## config.mk

```make
export PLATFORM = sky130hd
export DESIGN_NAME = vga_rx_monitor
export DESIGN_NICKNAME = d
export VERILOG_FILES = /design/src/rtl/vga_rx_monitor.sv
export SDC_FILE = /design/constraint.sdc
export NUM_CORES = 1
export LEC_CHECK = 0
export CAP_MARGIN = 20
export CORE_MARGIN = 3
export CORE_UTILIZATION = 50
export CTS_BUF_LIST = sky130_fd_sc_hd__clkbuf_4
export DETAILED_ROUTE_END_ITERATION = 10
export GPL_ROUTABILITY_DRIVEN = 0
export GPL_TIMING_DRIVEN = 0
export PLACE_DENSITY = 0.85
export RECOVER_POWER = 100
export SYNTH_ARGS = -nofsm -noshare
export SYNTH_HDL_FRONTEND = slang
export SYNTH_SLANG_ARGS = --single-unit
```

## constraint.sdc

```tcl
create_clock -name clk_i -period 4.45 [get_ports clk_i]
set_clock_uncertainty 0.05 [all_clocks]
set_input_delay 0.445 -clock clk_i [delete_from_list [all_inputs] [get_ports clk_i]]
set_output_delay 0.445 -clock clk_i [all_outputs]
set_load 0.005 [all_outputs]
```

## src/rtl/vga_rx_monitor.sv

```systemverilog
// vga_rx_monitor: receive-side VGA timing monitor.
// Registers hs/vs/de/RGB once, measures line and frame timing, compares
// against the expected mode, declares lock after LOCK_FRAMES good frames
// and counts failed frames seen while locked.
// Optional feature: define VGA_RX_CHECKSUM_EN to build the 32-bit frame pixel
// checksum on frame_sum_o; otherwise frame_sum_o is tied to zero.
module vga_rx_monitor #(
  parameter int PIX_WIDTH   = 12,
  parameter int H_DISP      = 1280,
  parameter int H_TOTAL     = 1688,
  parameter int V_DISP      = 1024,
  parameter int V_TOTAL     = 1066,
  parameter int HS_POL      = 0,
  parameter int VS_POL      = 0,
  parameter int LOCK_FRAMES = 2
) (
  input  logic                 clk_i,
  input  logic                 rst_n_i,
  input  logic                 vga_hs_i,
  input  logic                 vga_vs_i,
  input  logic                 vga_de_i,
  input  logic [7:0]           vga_r_i,
  input  logic [7:0]           vga_g_i,
  input  logic [7:0]           vga_b_i,
  output logic [PIX_WIDTH-1:0] meas_h_total_o,
  output logic [PIX_WIDTH-1:0] meas_h_active_o,
  output logic [PIX_WIDTH-1:0] meas_v_total_o,
  output logic [PIX_WIDTH-1:0] meas_v_active_o,
  output logic                 frame_done_o,
  output logic                 frame_ok_o,
  output logic                 locked_o,
  output logic [7:0]           err_cnt_o,
  output logic [31:0]          frame_sum_o
);

  typedef enum logic [1:0] {
    SEARCH  = 2'd0,
    MEASURE = 2'd1,
    LOCKED  = 2'd2
  } state_t;

  localparam logic                 HS_ACT    = (HS_POL != 0) ? 1'b1 : 1'b0;
  localparam logic                 VS_ACT    = (VS_POL != 0) ? 1'b1 : 1'b0;
  localparam logic [PIX_WIDTH-1:0] ZERO_C    = {PIX_WIDTH{1'b0}};
  localparam logic [PIX_WIDTH-1:0] H_DISP_C  = PIX_WIDTH'(H_DISP);
  localparam logic [PIX_WIDTH-1:0] H_TOTAL_C = PIX_WIDTH'(H_TOTAL);
  localparam logic [PIX_WIDTH-1:0] V_DISP_C  = PIX_WIDTH'(V_DISP);
  localparam logic [PIX_WIDTH-1:0] V_TOTAL_C = PIX_WIDTH'(V_TOTAL);
  localparam logic [3:0]           LOCK_C    = 4'(LOCK_FRAMES);

  // Saturating increment shared by all timing counters.
  function automatic logic [PIX_WIDTH-1:0] sat_inc(input logic [PIX_WIDTH-1:0] v);
    if (&v) begin
      return v;
    end else begin
      return v + PIX_WIDTH'(1);
    end
  endfunction

  logic                 hs_r, vs_r, de_r, hs_d_r, vs_d_r;
  logic                 hs_lead_s, vs_lead_s, line_evt_s;
  logic [PIX_WIDTH-1:0] h_cnt_r, de_cnt_r, line_cnt_r, act_cnt_r;
  logic [PIX_WIDTH-1:0] h_total_s, line_cnt_upd_s, act_cnt_upd_s;
  logic                 line_bad_s, line_err_set_s, line_err_r, skip_r;
  logic                 pend_r, pend_lerr_r;
  logic [PIX_WIDTH-1:0] pend_vtot_r, pend_vact_r;
  state_t               state_r, state_nxt_s;
  logic                 frame_ok_s, enter_meas_s;
  logic [3:0]           match_cnt_r, match_nxt_s, match_inc_s;
  logic [7:0]           err_nxt_s;
  logic                 done_nxt_s, ok_nxt_s, locked_nxt_s;
  logic [PIX_WIDTH-1:0] vtot_nxt_s, vact_nxt_s;

  // Single input register stage plus previous-value copies for edge detection.
  always_ff @(posedge clk_i or negedge rst_n_i) begin
    if (!rst_n_i) begin
      hs_r   <= 1'b0;
      vs_r   <= 1'b0;
      de_r   <= 1'b0;
      hs_d_r <= 1'b0;
      vs_d_r <= 1'b0;
    end else begin
      hs_r   <= vga_hs_i;
      vs_r   <= vga_vs_i;
      de_r   <= vga_de_i;
      hs_d_r <= hs_r;
      vs_d_r <= vs_r;
    end
  end

  // Leading edges and the per-line measurement; a vs edge also closes the line.
  always_comb begin
    hs_lead_s      = (hs_r == HS_ACT) && (hs_d_r != HS_ACT);
    vs_lead_s      = (vs_r == VS_ACT) && (vs_d_r != VS_ACT);
    line_evt_s     = hs_lead_s || vs_lead_s;
    h_total_s      = sat_inc(h_cnt_r);
    line_cnt_upd_s = sat_inc(line_cnt_r);
    line_bad_s     = (h_total_s != H_TOTAL_C) ||
                     ((de_cnt_r != ZERO_C) && (de_cnt_r != H_DISP_C));
    line_err_set_s = line_evt_s && line_bad_s && !skip_r && (state_r != SEARCH);
    if (de_cnt_r != ZERO_C) begin
      act_cnt_upd_s = sat_inc(act_cnt_r);
    end else begin
      act_cnt_upd_s = act_cnt_r;
    end
  end

  // Horizontal counters and the last-line measurement outputs.
  always_ff @(posedge clk_i or negedge rst_n_i) begin
    if (!rst_n_i) begin
      h_cnt_r         <= ZERO_C;
      de_cnt_r        <= ZERO_C;
      meas_h_total_o  <= ZERO_C;
      meas_h_active_o <= ZERO_C;
    end else if (line_evt_s) begin
      h_cnt_r         <= ZERO_C;
      de_cnt_r        <= ZERO_C;
      meas_h_total_o  <= h_total_s;
      meas_h_active_o <= de_cnt_r;
    end else begin
      h_cnt_r <= sat_inc(h_cnt_r);
      if (de_r) begin
        de_cnt_r <= sat_inc(de_cnt_r);
      end
    end
  end

  // Vertical counters; a vs edge snapshots the completed frame for evaluation.
  always_ff @(posedge clk_i or negedge rst_n_i) begin
    if (!rst_n_i) begin
      line_cnt_r  <= ZERO_C;
      act_cnt_r   <= ZERO_C;
      line_err_r  <= 1'b0;
      pend_r      <= 1'b0;
      pend_lerr_r <= 1'b0;
      pend_vtot_r <= ZERO_C;
      pend_vact_r <= ZERO_C;
    end else if (vs_lead_s) begin
      line_cnt_r  <= ZERO_C;
      act_cnt_r   <= ZERO_C;
      line_err_r  <= 1'b0;
      pend_r      <= 1'b1;
      pend_lerr_r <= line_err_r || line_err_set_s;
      pend_vtot_r <= line_cnt_upd_s;
      pend_vact_r <= act_cnt_upd_s;
    end else begin
      pend_r <= 1'b0;
      if (hs_lead_s) begin
        line_cnt_r <= line_cnt_upd_s;
        act_cnt_r  <= act_cnt_upd_s;
        line_err_r <= line_err_r || line_err_set_s;
      end
    end
  end

  // The first line edge after (re)entering MEASURE only restarts counting.
  always_ff @(posedge clk_i or negedge rst_n_i) begin
    if (!rst_n_i) begin
      skip_r <= 1'b0;
    end else if (enter_meas_s) begin
      skip_r <= 1'b1;
    end else if (line_evt_s) begin
      skip_r <= 1'b0;
    end
  end

  // FSM state register.
  always_ff @(posedge clk_i or negedge rst_n_i) begin
    if (!rst_n_i) begin
      state_r <= SEARCH;
    end else begin
      state_r <= state_nxt_s;
    end
  end

  // FSM next state, driven by the frame evaluation one clock after the vs edge.
  always_comb begin
    frame_ok_s  = !pend_lerr_r && (pend_vtot_r == V_TOTAL_C) && (pend_vact_r == V_DISP_C);
    match_inc_s = match_cnt_r + 4'd1;
    state_nxt_s = state_r;
    case (state_r)
      SEARCH: begin
        if (pend_r) state_nxt_s = MEASURE;
        else        state_nxt_s = SEARCH;
      end
      MEASURE: begin
        if (pend_r && frame_ok_s && (match_inc_s >= LOCK_C)) state_nxt_s = LOCKED;
        else                                                  state_nxt_s = MEASURE;
      end
      LOCKED: begin
        if (pend_r && !frame_ok_s) state_nxt_s = MEASURE;
        else                       state_nxt_s = LOCKED;
      end
      default: state_nxt_s = SEARCH;
    endcase
    enter_meas_s = pend_r && (state_nxt_s == MEASURE) && (state_r != MEASURE);
  end

  // FSM outputs: next values of the registered frame results.
  always_comb begin
    done_nxt_s  = 1'b0;
    ok_nxt_s    = frame_ok_o;
    vtot_nxt_s  = meas_v_total_o;
    vact_nxt_s  = meas_v_active_o;
    match_nxt_s = match_cnt_r;
    err_nxt_s   = err_cnt_o;
    case (state_r)
      SEARCH: begin
        if (pend_r) match_nxt_s = 4'd0;
        else        match_nxt_s = match_cnt_r;
      end
      MEASURE: begin
        if (pend_r) begin
          done_nxt_s  = 1'b1;
          ok_nxt_s    = frame_ok_s;
          vtot_nxt_s  = pend_vtot_r;
          vact_nxt_s  = pend_vact_r;
          match_nxt_s = frame_ok_s ? match_inc_s : 4'd0;
        end else begin
          done_nxt_s = 1'b0;
        end
      end
      LOCKED: begin
        if (pend_r) begin
          done_nxt_s = 1'b1;
          ok_nxt_s   = frame_ok_s;
          vtot_nxt_s = pend_vtot_r;
          vact_nxt_s = pend_vact_r;
          if (!frame_ok_s) begin
            err_nxt_s   = (&err_cnt_o) ? err_cnt_o : err_cnt_o + 8'd1;
            match_nxt_s = 4'd0;
          end else begin
            match_nxt_s = match_cnt_r;
          end
        end else begin
          done_nxt_s = 1'b0;
        end
      end
      default: begin
        done_nxt_s  = 1'b0;
        match_nxt_s = 4'd0;
      end
    endcase
    locked_nxt_s = (state_nxt_s == LOCKED);
  end

  // Registered frame results, lock flag and error counter.
  always_ff @(posedge clk_i or negedge rst_n_i) begin
    if (!rst_n_i) begin
      frame_done_o    <= 1'b0;
      frame_ok_o      <= 1'b0;
      locked_o        <= 1'b0;
      err_cnt_o       <= 8'd0;
      meas_v_total_o  <= ZERO_C;
      meas_v_active_o <= ZERO_C;
      match_cnt_r     <= 4'd0;
    end else begin
      frame_done_o    <= done_nxt_s;
      frame_ok_o      <= ok_nxt_s;
      locked_o        <= locked_nxt_s;
      err_cnt_o       <= err_nxt_s;
      meas_v_total_o  <= vtot_nxt_s;
      meas_v_active_o <= vact_nxt_s;
      match_cnt_r     <= match_nxt_s;
    end
  end

`ifdef VGA_RX_CHECKSUM_EN
  logic [7:0]  r_r, g_r, b_r;
  logic [31:0] acc_r, pend_sum_r, pix_s;

  // Colour inputs share the single register stage with the sync inputs.
  always_ff @(posedge clk_i or negedge rst_n_i) begin
    if (!rst_n_i) begin
      r_r <= 8'd0;
      g_r <= 8'd0;
      b_r <= 8'd0;
    end else begin
      r_r <= vga_r_i;
      g_r <= vga_g_i;
      b_r <= vga_b_i;
    end
  end

  // Pixel contribution of the current clock.
  always_comb begin
    if (de_r) pix_s = {8'h00, r_r, g_r, b_r};
    else      pix_s = 32'h0000_0000;
  end

  // Accumulate pixels; the vs edge snapshots the sum including its own pixel.
  always_ff @(posedge clk_i or negedge rst_n_i) begin
    if (!rst_n_i) begin
      acc_r      <= 32'h0000_0000;
      pend_sum_r <= 32'h0000_0000;
    end else if (vs_lead_s) begin
      acc_r      <= 32'h0000_0000;
      pend_sum_r <= acc_r + pix_s;
    end else begin
      acc_r <= acc_r + pix_s;
    end
  end

  // Publish the checksum together with frame_done_o.
  always_ff @(posedge clk_i or negedge rst_n_i) begin
    if (!rst_n_i) begin
      frame_sum_o <= 32'h0000_0000;
    end else if (done_nxt_s) begin
      frame_sum_o <= pend_sum_r;
    end
  end
`else
  logic unused_rgb;
  assign unused_rgb  = ^{vga_r_i, vga_g_i, vga_b_i};
  assign frame_sum_o = 32'h0000_0000;
`endif

endmodule

```

==> impl_metrics.env, run 1 <==
export IMPL_outcome="finished, violations left"
export IMPL_violations="max-capacitance violations, max-slew violations"
export IMPL_cts_sinks=146
export IMPL_post_drt_via_cell_ratio=5.34
export IMPL_synth_commonest_cells="dfrtp_1, nand2_1, nor2_1"
export IMPL_leakagePower_nw=3.98
export IMPL_dieWidth_um=125
export IMPL_yosysMostFrequentCell="dfrtp_1"
export IMPL_p_seq_share_pct=51.3
export IMPL_core_area_mm2=0.0135
export IMPL_nNetsFinal=866
export IMPL_syn_area_mm2=0.00704
export IMPL_final_cell_count_no_fill=1015
export IMPL_die_area_mm2=0.0155
export IMPL_worst_ep_arrival_time_ns=3.63
export IMPL_path_buf_inv=1
export IMPL_clock_power_share_pct=34.5
export IMPL_place_inst=981
export IMPL_slew_headroom_pct=-25.6
export IMPL_cts_made_buffers=17
export IMPL_ys_warn_count=0
export IMPL_final_area_mm2=0.00835
export IMPL_synth_edff_count=0
export IMPL_post_route_period_util_pct=72.5
export IMPL_synth_distinct_cells=53
export IMPL_areaGrowthSynthToFinish_pct=18.5
export IMPL_yosys_area_top_type="dfrtp_1"
export IMPL_design_power_total_mw=2.87
export IMPL_switching_share_pct=26.9
export IMPL_overflow=0
export IMPL_vias=5422
export IMPL_crit_path_end_kind="flop"
export IMPL_crit_slowest_cell="nor4_1"
export IMPL_pwr_share_comb_pct=14.2
export IMPL_period_needed_ns=3.23
export IMPL_yosys_most_used_dff="dfrtp_1"
export IMPL_die_h_um=125
export IMPL_final_antenna_net_count=0
export IMPL_powerDensity_mw_per_mm2=344
export IMPL_required_ns=4.85
export IMPL_ys_async_sr_fraction_pct=100
export IMPL_row_count=42
export IMPL_syn_inst=710
export IMPL_first_global_vias=5354
export IMPL_p_int_mw=2.10
export IMPL_yosysTopAreaCellShare_pct=51.9
export IMPL_finalWirelength_um=14900
export IMPL_dp_hpwl_um=10700
export IMPL_synth_seq_cells=146
export IMPL_wl_per_cell_um=14.7
export IMPL_rsz0062_at_grt="false"
export IMPL_grtUsageTotal_pct=19.6
export IMPL_hold_path_class="reg -> reg"
export IMPL_tightest_slew_ns=1.88
export IMPL_switching_power_mw=0.774
export IMPL_antenna_found_initial=0
export IMPL_crit_top_cell="nor2_1"
export IMPL_fillers=1070
export IMPL_drtIter0Drc=370
export IMPL_syn_avg_cell_area_um2=9.92
export IMPL_drive_above_1_share_pct=11.1
export IMPL_grt_pass1_wl_um=25200
export IMPL_cap_violations=3
export IMPL_critPathMaxStageDelay_ns=1.42
export IMPL_critPathTopFamily="simple AND/OR/NAND/NOR gates"
export IMPL_port_buffers=63
export IMPL_peakVddDrop_mv=0.138
export IMPL_h_tree_depth=4
export IMPL_cts_root_buffer="clkbuf_4"
export IMPL_start_util_pct=52.2
export IMPL_worstSetupPathType="reg -> reg"
export IMPL_setup_viol=0
export IMPL_clk_path_buf_depth=2
export IMPL_grt_max_degree=78
export IMPL_first_pass_iters=5
export IMPL_tns_ns=0
export IMPL_synthTopCellsByArea="dfrtp_1, nand2_1, nor2_1, mux2_2, xor2_1"
export IMPL_finalHoldViolations=0
export IMPL_path_clk_slew_ns=0.14
export IMPL_place_area_mm2=0.00804
export IMPL_cts_tree="done"
export IMPL_cp_cell_sequence="clkbuf_1 -> nand4_1 -> nor4_1 -> nor2_1 -> nand2_1 -> xor2_1 -> nor2_1"
export IMPL_finalMaxSlewViolations=88
export IMPL_worst_path_max_fanout=9
export IMPL_ios=120
export IMPL_max_freq_mhz=310
export IMPL_drc_errors=0
export IMPL_startpoint_type="flop"
export IMPL_clk_latency_ns=0.58
export IMPL_synth_seq_area_share_pct=51.9
## final cells by class
cell class	count	area [um2]	share of cell area, %
antenna	1	2.50	0.0300
buffer	60	347	4.15
tap	176	220	2.64
multi-input combinational	517	3050	36.5
clock inverter	14	213	2.55
clock buffer	18	135	1.62
inverter	18	67.6	0.809
timing repair buffer	65	663	7.94
sequential	146	3650	43.8
## layer usage
layer	vias to the layer above	wire, um	track usage [%]
li1	2587	-	-
met1	2631	6580	25.5
met2	168	7190	31.2
met3	36	706	4.80
met4	0	445	9.03
met5	-	0	0
## power groups by stage
stage | Clock (mW) | Sequential [mW] | Combinational, mW
4_1_cts | 1.00 | 1.48 | 0.428
3_3_place_gp | 0 | 1.50 | 0.408
6_report | 0.990 | 1.48 | 0.409
2_1_floorplan | 0 | 1.49 | 0.252
3_5_place_dp | 0 | 1.50 | 0.425
5_1_grt | 1.06 | 1.49 | 0.458
## sequential cells by signal, summed over array words and instances (netlist names), 8 cells and up
signal,cells
meas_h_active_o,12
pend_vact_r,12
line_cnt_r,12
de_cnt_r,12
meas_h_total_o,12
pend_vtot_r,12
act_cnt_r,12
meas_v_total_o,12
meas_v_active_o,12
h_cnt_r,12
err_cnt_o,8
## metrics by stage
stage	worst slack, ns	util, %	hold slack, ns
floorplan	2.56	-	0.0994
global placement	-2.76	59.3	0.305
CTS	2.11	62.2	0.221
finish	1.22	61.8	0.340
detailed placement	2.18	59.5	0.309
global route	0.979	61.8	0.341
## repair_timing
action | CTS | global route
hold endpoints to repair | 76 | 0
buffers inserted | 0 | 0
hold buffers | 1 | 0
setup endpoints to repair | 0 | 0
resized for setup | 0 | 0
## path summary, 6_finish.rpt
| kind | depth (start not counted) | end | slack (ns) | start |
|---|---|---|---|---|
| min in group asynchronous | 2 | meas_h_active_o[7] | 0.87 | rst_n_i |
| max reg2reg | 7 | line_cnt_r[4] | 1.22 | line_cnt_r[5] |
| max | 7 | line_cnt_r[4] | 1.22 | line_cnt_r[5] |
| min reg2reg | 0 | vs_d_r | 0.34 | vs_r |
| min | 0 | vs_d_r | 0.34 | vs_r |
| max in group asynchronous | 2 | pend_vtot_r[7] | 2.35 | rst_n_i |
## placed cells by master, fill, tap and decap left out, types with 27 or more instances in the layout
cell	synthesis	routed
buf_4	32	32
clkbuf_1	23	27
nand3_1	30	30
xor2_1	31	31
nor2_1	83	83
dfrtp_1	146	146
xnor2_1	30	30
conb_1	1	32
nand2_1	98	98
o21ai_0	40	48
dlygate4sd3_1	0	63
## cells by family (layout without fill, tap and decap cells)
| group | after synthesis | after routing | synth area share (%) |
|---|---|---|---|
| AOI/OAI and AO/OA | 84 | 84 | 7.12 |
| other | 1 | 33 | 0.0532 |
| DFF | 146 | 146 | 51.9 |
| adders and majority gates | 12 | 12 | 2.13 |
| xor gates and xnor gates | 61 | 61 | 7.58 |
| and+or+nand+nor | 290 | 290 | 19.4 |
| buffers and inverters | 78 | 175 | 5.93 |
| muxes | 38 | 38 | 5.88 |
Power figures use the tool's default switching activity.
==> run 2, diff against run 1 <==
--- a/config.mk
+++ b/config.mk
@@ -12,7 +12,7 @@
 export DETAILED_ROUTE_END_ITERATION = 10
 export GPL_ROUTABILITY_DRIVEN = 0
 export GPL_TIMING_DRIVEN = 0
-export PLACE_DENSITY = 0.85
+export PLACE_DENSITY = 0.88
 export RECOVER_POWER = 100
 export SYNTH_ARGS = -nofsm -noshare
 export SYNTH_HDL_FRONTEND = slang
==> constraint.sdc (replaced) <==
create_clock -name clk_i -period 2.61 [get_ports clk_i]
set_clock_uncertainty 0.05 [all_clocks]
set_input_delay 0.261 -clock clk_i [delete_from_list [all_inputs] [get_ports clk_i]]
set_output_delay 0.261 -clock clk_i [all_outputs]
set_load 0.005 [all_outputs]
==> run 2 against run 1 <==
Compared with the run above:
- the flow finishes with violations (max-capacitance violations)
- largest power group unchanged
- combinational power up 72%
- sequential share of layout area up 0.47 points
- design area down 1.1%
==> impl_metrics.env, run 2 (synthesis results as in run 1) <==
export IMPL_outcome="finished, violations left"
export IMPL_violations="max-capacitance violations"
export IMPL_switching_power_mw=1.27
export IMPL_row_count=42
export IMPL_post_cts_resized=0
export IMPL_switching_share_pct=28.0
export IMPL_finalWirelength_um=14700
export IMPL_hold_path_class="in -> reg"
export IMPL_h_tree_depth=4
export IMPL_postCtsSetupBuffers=0
export IMPL_cap_violations=1
export IMPL_clk_path_buf_depth=2
export IMPL_antenna_found_initial=1
export IMPL_hold_depth=1
export IMPL_gr_usage_met2_pct=31.6
export IMPL_die_area_mm2=0.0155
export IMPL_vias=5356
export IMPL_wl_per_cell_um=14.4
export IMPL_finalMaxSlewViolations=0
export IMPL_fin_worst_hold_slack_ns=0.218
export IMPL_final_area_mm2=0.00826
export IMPL_final_common_cell="dfrtp_1"
export IMPL_hp_start="vga_de_i"
export IMPL_drive_above_1_share_pct=11.0
export IMPL_setup_ws_ns=0.222
export IMPL_pre_cts_ws_ns=0.356
export IMPL_max_freq_mhz=419
export IMPL_rsz0062_at_grt="false"
export IMPL_post_route_period_util_pct=91.5
export IMPL_post_drt_via_cell_ratio=5.28
export IMPL_finalHoldViolations=0
export IMPL_final_core_util_pct=61.2
export IMPL_first_global_vias=5138
export IMPL_reg2reg_from="line_cnt_r[6]"
export IMPL_leakagePower_nw=3.97
export IMPL_path_clk_slew_ns=0.11
export IMPL_powerDensity_mw_per_mm2=550
export IMPL_nNetsFinal=866
export IMPL_overflow=0
export IMPL_use_met1_pct=25.4
export IMPL_peakVddDrop_mv=0.315
export IMPL_gr_usage_met3_pct=3.77
export IMPL_grt_pass1_wl_um=24700
export IMPL_dieWidth_um=125
export IMPL_cts_tree="done"
export IMPL_core_area_mm2=0.0135
export IMPL_ios=120
export IMPL_period_needed_ns=2.39
export IMPL_ff2ff_path_depth=7
export IMPL_p_seq_share_pct=55.4
export IMPL_clk_latency_ns=0.54
export IMPL_cts_root_buffer="clkbuf_4"
export IMPL_final_antenna_net_count=0
export IMPL_die_h_um=125
export IMPL_first_pass_iters=5
export IMPL_startpoint_type="flop"
export IMPL_tightest_slew_ns=1.50
export IMPL_most_common_layout_cells="dfrtp_1, nand2_1, nor2_1"
export IMPL_drtIter0Drc=361
export IMPL_drc_errors=0
export IMPL_port_buffers=63
export IMPL_tns_ns=0
export IMPL_fillers=1067
export IMPL_min_to="de_r"
export IMPL_timing_rr_end="pend_vtot_r[7]"
export IMPL_clock_power_share_pct=29.1
export IMPL_grt_max_degree=85
export IMPL_setup_viol=0
export IMPL_pwr_share_comb_pct=15.5
export IMPL_worst_path_max_fanout=9
export IMPL_crit_path_end_kind="flop"
export IMPL_cts_sinks=146
export IMPL_place_area_mm2=0.00804
export IMPL_grt_busiest_layer="met2"
export IMPL_dp_hpwl_um=10800
export IMPL_cts_made_buffers=17
export IMPL_areaGrowthSynthToFinish_pct=17.3
export IMPL_r2r_slack_ns=0.22
export IMPL_start_util_pct=52.2
export IMPL_worstSetupPathType="reg -> reg"
export IMPL_required_ns=2.97
export IMPL_grtUsageTotal_pct=19.1
export IMPL_slew_headroom_pct=0.150
export IMPL_worst_ep_arrival_time_ns=2.75
export IMPL_p_int_mw=3.27
## run 2: cell types whose count changed in the layout (fill, tap and decap cells not counted), moves of 2 or more
cell	change
clkinv_2	+4
bufinv_16	-3
clkinv_1	+3
clkinv_4	-2
clkinvlp_4	-2
## run 2: what timing repair did
item / 4_1_cts / 5_1_grt
endpoints found under the hold margin: 62 / 0
setup endpoints to repair: 0 / 0
hold buffers: 1 / 0
## run 2: cell type report
type	instances	area, um2	share of cell area, %
antenna	1	2.50	0.0303
buffer	60	348	4.21
clock buffer	18	135	1.64
clock inverter	14	121	1.47
inverter	18	67.6	0.818
multi-input combinational	517	3070	37.1
sequential	146	3650	44.2
tap	176	220	2.67
timing repair buffer	65	647	7.83
## run 2: how the worst max path moves through the flow
stage	from	end	slack [ns]	cells past startpoint
finish	line_cnt_r[6]	pend_vtot_r[7]	0.22	7
global route	pend_vtot_r[6]	err_cnt_o[1]	0.08	6
CTS	de_cnt_r[0]	pend_vact_r[9]	0.33	9
detailed placement	pend_vtot_r[7]	err_cnt_o[1]	0.36	6
global placement	rst_n_i	meas_v_total_o[9]	-4.40	1
floorplan	pend_vtot_r[7]	err_cnt_o[1]	0.72	6
## run 2: worst max-delay path, stage by stage (launching register included)
cell and delay (ns):
dfrtp_1 0.34, buf_2 0.19, nand4_1 0.27, nor4_4 0.64, nor3_1 0.22, and3_1 0.25, xnor2_1 0.20, o21ai_0 0.10
## run 2: routing by layer
metal  vias to the layer above  wire length [um]
met2                       149              7260
met3                        23               651
met4                         0               213
met1                      2601              6530
met5                         -                 0
li1                       2583                 -
## run 2: through the flow
step,std cells,total power [mW]
after floorplan,741,2.97
after global placement,980,3.26
after detailed placement,981,3.30
after CTS,1014,4.60
after global routing,1015,4.77
final,1015,4.54
## run 2: power by group through the flow
stage / sequential (mW) / clock [mW] / combinational, mW
6_report: 2.52 / 1.32 / 0.702
5_1_grt: 2.54 / 1.46 / 0.781
4_1_cts: 2.52 / 1.35 / 0.734
3_5_place_dp: 2.57 / 0 / 0.731
3_3_place_gp: 2.56 / 0 / 0.698
2_1_floorplan: 2.54 / 0 / 0.430
